[config.mk]
export PLATFORM = sky130hd
export DESIGN_NAME = packet_sorter
export DESIGN_NICKNAME = d
export VERILOG_FILES = /design/src/rtl/packet_sorter.sv
export SDC_FILE = /design/constraint.sdc
export NUM_CORES = 1
export LEC_CHECK = 0
export CAP_MARGIN = 20
export CORE_MARGIN = 8
export CORE_UTILIZATION = 25
export CTS_CLUSTER_DIAMETER = 30
export DETAILED_ROUTE_END_ITERATION = 8
export SYNTH_ARGS = -nofsm -noshare
export SYNTH_HDL_FRONTEND = slang
export SYNTH_SLANG_ARGS = --single-unit
[constraint.sdc]
create_clock -name clk_i -period 7.1 [get_ports clk_i]
set_clock_uncertainty 0.15 [all_clocks]
set_input_delay 0.71 -clock clk_i [delete_from_list [all_inputs] [get_ports clk_i]]
set_output_delay 0.71 -clock clk_i [all_outputs]
set_load 0.02 [all_outputs]
[src/rtl/packet_sorter.sv]
// rtl/packet_sorter.sv - buffers one packet, sorts it by odd-even transposition, streams it back out
//
// Parameters: DWIDTH (word width), MAX_PKT_LEN (stored words per packet),
//             SIGNED_DATA (0 unsigned compare, 1 two's-complement compare)
// Ports:
//   clk_i, arst_ni                   clock, asynchronous active-low reset
//   snk_data_i/startofpacket_i/
//   endofpacket_i/valid_i            sink word, framing and valid
//   snk_ready_o                      sink accepts a word (IDLE/RECEIVING only)
//   src_data_o/startofpacket_o/
//   endofpacket_o/valid_o            sorted output word, framing and valid
//   src_error_o                      packet was truncated, flagged on the last word
//   src_ready_i                      downstream accepts word
//   snk_descending_i                 sort direction sampled at SOP (only with PACKET_SORTER_DESC_EN)
// Optional feature macro: PACKET_SORTER_DESC_EN (default build sorts ascending)
module packet_sorter #(
  parameter int DWIDTH      = 8,
  parameter int MAX_PKT_LEN = 16,
  parameter int SIGNED_DATA = 0
) (
  input  logic              clk_i,
  input  logic              arst_ni,
  input  logic [DWIDTH-1:0] snk_data_i,
  input  logic              snk_startofpacket_i,
  input  logic              snk_endofpacket_i,
  input  logic              snk_valid_i,
`ifdef PACKET_SORTER_DESC_EN
  input  logic              snk_descending_i,
`endif
  output logic              snk_ready_o,
  output logic [DWIDTH-1:0] src_data_o,
  output logic              src_startofpacket_o,
  output logic              src_endofpacket_o,
  output logic              src_valid_o,
  output logic              src_error_o,
  input  logic              src_ready_i
);

  localparam int LW = $clog2(MAX_PKT_LEN + 1);

  typedef enum logic [1:0] {S_IDLE, S_RECEIVING, S_SORTING, S_SENDING} state_t;

  state_t            state_q, state_d;
  logic [LW-1:0]     len_q, len_d;
  logic [LW-1:0]     rd_q, rd_d;
  logic [LW-1:0]     phase_q, phase_d;
  logic              trunc_q, trunc_d;
  logic              desc_q, desc_d;
  logic              desc_in;
  logic              wr_en;
  logic [LW-1:0]     wr_idx;
  logic              snk_beat, src_beat, last_word;
  logic [DWIDTH-1:0] rd_word;
  logic [DWIDTH-1:0] mem_q  [MAX_PKT_LEN];
  logic [DWIDTH-1:0] sort_d [MAX_PKT_LEN];

`ifdef PACKET_SORTER_DESC_EN
  assign desc_in = snk_descending_i;
`else
  assign desc_in = 1'b0;
`endif

  // True when a (lower index) must move behind b for the active direction.
  // Equal words are never out of order, which keeps the sort stable.
  function automatic logic out_of_order(input logic [DWIDTH-1:0] a,
                                        input logic [DWIDTH-1:0] b,
                                        input logic              desc);
    logic gt, lt;
    if (SIGNED_DATA != 0) begin
      gt = $signed(a) > $signed(b);
      lt = $signed(a) < $signed(b);
    end else begin
      gt = a > b;
      lt = a < b;
    end
    return desc ? lt : gt;
  endfunction

  // Ready is gated by reset so the sink sees 0 while arst_ni is low.
  assign snk_ready_o = arst_ni && (state_q == S_IDLE || state_q == S_RECEIVING);
  assign snk_beat    = snk_valid_i && snk_ready_o;
  assign src_valid_o = (state_q == S_SENDING);
  assign src_beat    = src_valid_o && src_ready_i;
  assign last_word   = (rd_q == len_q - 1'b1);

  // One transposition phase: pairs starting at even (phase even) or odd indices.
  // Pairs within a phase are disjoint, so reading mem_q only is safe.
  always_comb begin
    sort_d = mem_q;
    for (int i = 0; i < MAX_PKT_LEN - 1; i++) begin
      if ((i % 2) == int'(phase_q[0]) && (i + 1) < int'(len_q) &&
          out_of_order(mem_q[i], mem_q[i+1], desc_q)) begin
        sort_d[i]   = mem_q[i+1];
        sort_d[i+1] = mem_q[i];
      end
    end
  end

  always_comb begin
    rd_word = '0;
    for (int i = 0; i < MAX_PKT_LEN; i++) begin
      if (rd_q == LW'(i)) rd_word = mem_q[i];
    end
  end

  assign src_data_o          = src_valid_o ? rd_word : '0;
  assign src_startofpacket_o = src_valid_o && (rd_q == '0);
  assign src_endofpacket_o   = src_valid_o && last_word;
  assign src_error_o         = src_valid_o && last_word && trunc_q;

  always_comb begin
    state_d = state_q;
    len_d   = len_q;
    rd_d    = rd_q;
    phase_d = phase_q;
    trunc_d = trunc_q;
    desc_d  = desc_q;
    wr_en   = 1'b0;
    wr_idx  = '0;
    case (state_q)
      S_IDLE: begin
        if (snk_beat && snk_startofpacket_i) begin
          wr_en   = 1'b1;
          len_d   = LW'(1);
          trunc_d = 1'b0;
          desc_d  = desc_in;
          rd_d    = '0;
          state_d = snk_endofpacket_i ? S_SENDING : S_RECEIVING;
        end
      end
      S_RECEIVING: begin
        if (snk_beat) begin
          if (snk_startofpacket_i) begin
            wr_en   = 1'b1;
            len_d   = LW'(1);
            trunc_d = 1'b0;
            desc_d  = desc_in;
          end else if (len_q < LW'(MAX_PKT_LEN)) begin
            wr_en   = 1'b1;
            wr_idx  = len_q;
            len_d   = len_q + 1'b1;
          end else begin
            trunc_d = 1'b1;
          end
          if (snk_endofpacket_i) begin
            state_d = S_SORTING;
            phase_d = '0;
          end
        end
      end
      S_SORTING: begin
        phase_d = phase_q + 1'b1;
        // len phases fully sort len words.
        if (phase_q == len_q - 1'b1) begin
          state_d = S_SENDING;
          rd_d    = '0;
          phase_d = '0;
        end
      end
      S_SENDING: begin
        if (src_beat) begin
          if (last_word) begin
            state_d = S_IDLE;
            rd_d    = '0;
          end else begin
            rd_d = rd_q + 1'b1;
          end
        end
      end
      default: state_d = S_IDLE;
    endcase
  end

  always_ff @(posedge clk_i or negedge arst_ni) begin
    if (!arst_ni) begin
      state_q <= S_IDLE;
      len_q   <= '0;
      rd_q    <= '0;
      phase_q <= '0;
      trunc_q <= 1'b0;
      desc_q  <= 1'b0;
    end else begin
      state_q <= state_d;
      len_q   <= len_d;
      rd_q    <= rd_d;
      phase_q <= phase_d;
      trunc_q <= trunc_d;
      desc_q  <= desc_d;
    end
  end

  // Packet storage carries no reset; len_q bounds every read.
  always_ff @(posedge clk_i) begin
    if (state_q == S_SORTING) begin
      mem_q <= sort_d;
    end else if (wr_en) begin
      for (int i = 0; i < MAX_PKT_LEN; i++) begin
        if (wr_idx == LW'(i)) mem_q[i] <= snk_data_i;
      end
    end
  end

endmodule
==> impl_metrics.env <==
export IMPL_p_leak_nw=5.46
export IMPL_final_hold_viol_count=0
export IMPL_htreeDepth=4
export IMPL_fill_cells=4962
export IMPL_rsz0062_at_grt="false"
export IMPL_synth_area_per_cell_um2=9.49
export IMPL_irDropWorstVdd_mv=0.178
export IMPL_port_buffers=26
export IMPL_start_util_pct=25.2
export IMPL_dp_hpwl_um=30900
export IMPL_synthTopCellsByArea="edfxtp_1, ha_1, a221o_1"
export IMPL_cp_slowest_cell="clkdlybuf4s50_1"
export IMPL_path_cells="inv_1, ha_1, and2b_2, a221oi_1, a2111oi_2, o32ai_1, o2bb2ai_1, a221oi_1, clkdlybuf4s50_1"
export IMPL_synth_cell_type_count=86
export IMPL_netlist_area_mm2=0.0120
export IMPL_slowest_delay_ns=0.76
export IMPL_core_area_mm2=0.0476
export IMPL_cp_required_ns=6.24
export IMPL_ys_warn_count=0
export IMPL_synth_largest_area_cell="edfxtp_1"
export IMPL_overflow=0
export IMPL_path_class="flip-flop to output pin"
export IMPL_synthArstFlopShare_pct=12.3
export IMPL_fin_nets=1402
export IMPL_tritoncts="yes"
export IMPL_hold_class="flip-flop to flip-flop"
export IMPL_yosys_register_bits=146
export IMPL_synth_top_area_share_pct=32.0
export IMPL_clockBufferDepth=2
export IMPL_drt_wl_total_um=42800
export IMPL_io_pins=27
export IMPL_drtIter0Drc=1094
export IMPL_wl_per_cell_um=22.7
export IMPL_dpl_cell_area_mm2=0.0128
export IMPL_cts_resized=0
export IMPL_cpMostUsedCell="a221oi_1"
export IMPL_cp_max_fo=19
export IMPL_route_detailed_drc=0
export IMPL_antenna_found_initial=1
export IMPL_cts_root_buffer="clkbuf_16"
export IMPL_worst_slack_ns=1.95
export IMPL_viasPerCell=5.74
export IMPL_slew_headroom_pct=26.8
export IMPL_synthCells=1266
export IMPL_gp_congestion=0.930
export IMPL_syn2layout_area_growth_pct=11.6
export IMPL_period_minus_slack_ns=5.15
export IMPL_stdcell_area_mm2=0.0134
export IMPL_clkSlewWorstSetupHoldPaths_ns=0.07
export IMPL_finalMaxSlewViolations=0
export IMPL_hold_buffers=0
export IMPL_dominantRegCellSynth="edfxtp_1"
export IMPL_cp_end_kind="output pin"
export IMPL_dieHeight_um=235
export IMPL_outcome="completed"
export IMPL_cap_violations=0
export IMPL_grt_max_degree=60
export IMPL_clock_sinks=146
export IMPL_grt_util_all_layers_pct=14.9
export IMPL_synth_most_common_cell="inv_1"
export IMPL_drt_pre_antenna_iters=5
export IMPL_worst_pin_slew_ns=1.09
export IMPL_die_w_um=235
export IMPL_seq_area_mm2=0.00429
export IMPL_numCtsBuffers=17
export IMPL_dieArea_mm2=0.0553
export IMPL_grt_pass1_vias=10363
export IMPL_postCtsSetupRepairBufs=0
export IMPL_grt_first_pass_wirelength_um=64800
export IMPL_finalCritPeriodShare_pct=72.5
export IMPL_p_per_area_mw_per_mm2=363
export IMPL_r2r_setup_slack_ns=3.39
export IMPL_pre_cts_ws_ns=2.54
export IMPL_crit_arrival_ns=4.29
export IMPL_clk_insertion_delay_late_ns=0.44
export IMPL_crit_path_start_kind="flip-flop"
export IMPL_drive_above_1_share_pct=6.15
export IMPL_setup_viol=0
export IMPL_ant_nets=0
export IMPL_synth_commonest_cells="inv_1, ha_1, edfxtp_1"
export IMPL_timing_fmax_mhz=194
export IMPL_rows=80
export IMPL_synth_nets=1413
export IMPL_fin_tns_setup_ns=0
export IMPL_dr_total_vias=10822
export IMPL_multi_input_area_mm2=0.00682
export IMPL_synth_edf_count=128
export IMPL_ys_seq_area_share_pct=35.7
-- cell families after synthesis --
kind of cell	after synthesis	synth area share, %
AOI/OAI and AO/OA	453	28.5
xor gates and xnor gates	13	1.18
adders and majority gates	133	13.8
buffers and inverters	218	7.57
DFF	146	35.7
muxes	6	0.531
and+or+nand+nor	297	12.6
-- power breakdown --
| part | internal [mW] | leakage, nW | switching [mW] |
|---|---|---|---|
| registers | 1.23 | 1.41 | 0.341 |
| clock network | 0.553 | 0.276 | 0.389 |
| logic | 0.899 | 3.78 | 1.45 |
-- per-layer routing --
metal	track usage (%)	share of wire, %	up-vias
li1	-	-	4891
met1	20.7	44	5249
met2	22.7	43	588
met3	3.00	9.6	94
met4	5.39	3.3	0
met5	0	0	-
-- critical path, delay by kind of cell, from the launching register on --
kind / cells / cell delay, ns
compound gates: 5 / 1.36
flops: 1 / 0.44
simple gates: 1 / 0.50
buf+inv: 2 / 0.90
fa+ha+maj: 1 / 0.64
-- sequential cells by signal, indices dropped and copies added (netlist names) --
| name | cells |
|---|---|
| mem_q | 128 |
| len_q | 5 |
| phase_q | 5 |
| rd_q | 5 |
| state_q | 2 |
| trunc_q | 1 |
-- stage by stage --
stage / util (%) / std cells / hold slack (ns) / total power [mW]
after floorplan: - / 1266 / 0.264 / 3.07
after global placement: 26.9 / 1851 / 0.386 / 3.81
after detailed placement: 26.9 / 1851 / 0.402 / 3.87
after CTS: 28.2 / 1883 / 0.416 / 4.81
after global routing: 28.2 / 1883 / 0.433 / 5.13
final: 28.2 / 1884 / 0.412 / 4.86
-- area by class of cell --
type	instances	share of cell area, %
multi-input combinational	902	50.8
sequential	146	32.0
tap	615	5.74
inverter	144	4.03
clock buffer	19	3.23
timing repair buffer	44	2.95
clock inverter	13	1.19
antenna	1	0.0187
-- final timing paths --
check,depth (start not counted),end,startpoint
max,9,src_data_o[2],rd_q[0]$_DFFE_PN0P_
min,2,phase_q[4]$_DFFE_PN0P_,phase_q[4]$_DFFE_PN0P_
max reg2reg,5,mem_q[102]$_DFFE_PP_,phase_q[0]$_DFFE_PN0P_
min reg2reg,2,phase_q[4]$_DFFE_PN0P_,phase_q[4]$_DFFE_PN0P_
max in group asynchronous,2,phase_q[4]$_DFFE_PN0P_,arst_ni
min in group asynchronous,2,rd_q[4]$_DFFE_PN0P_,arst_ni
-- cell usage in the layout, fill, tap and decap left out, types with 16 or more instances in the layout --
cell type,Yosys,layout
inv_1,141,141
o22ai_1,24,24
nor2b_1,33,32
a21oi_1,84,84
a221o_1,100,100
and3_1,16,16
ha_1,133,132
o21ai_0,57,57
nand2_1,50,50
clkbuf_16,0,17
clkdlybuf4s50_1,0,26
edfxtp_1,128,128
a21o_1,36,36
nand3_1,34,34
dfrtp_1,18,18
nor3_1,24,24
buf_4,3,18
nor2_1,77,77
Power figures use the tool's default switching activity.
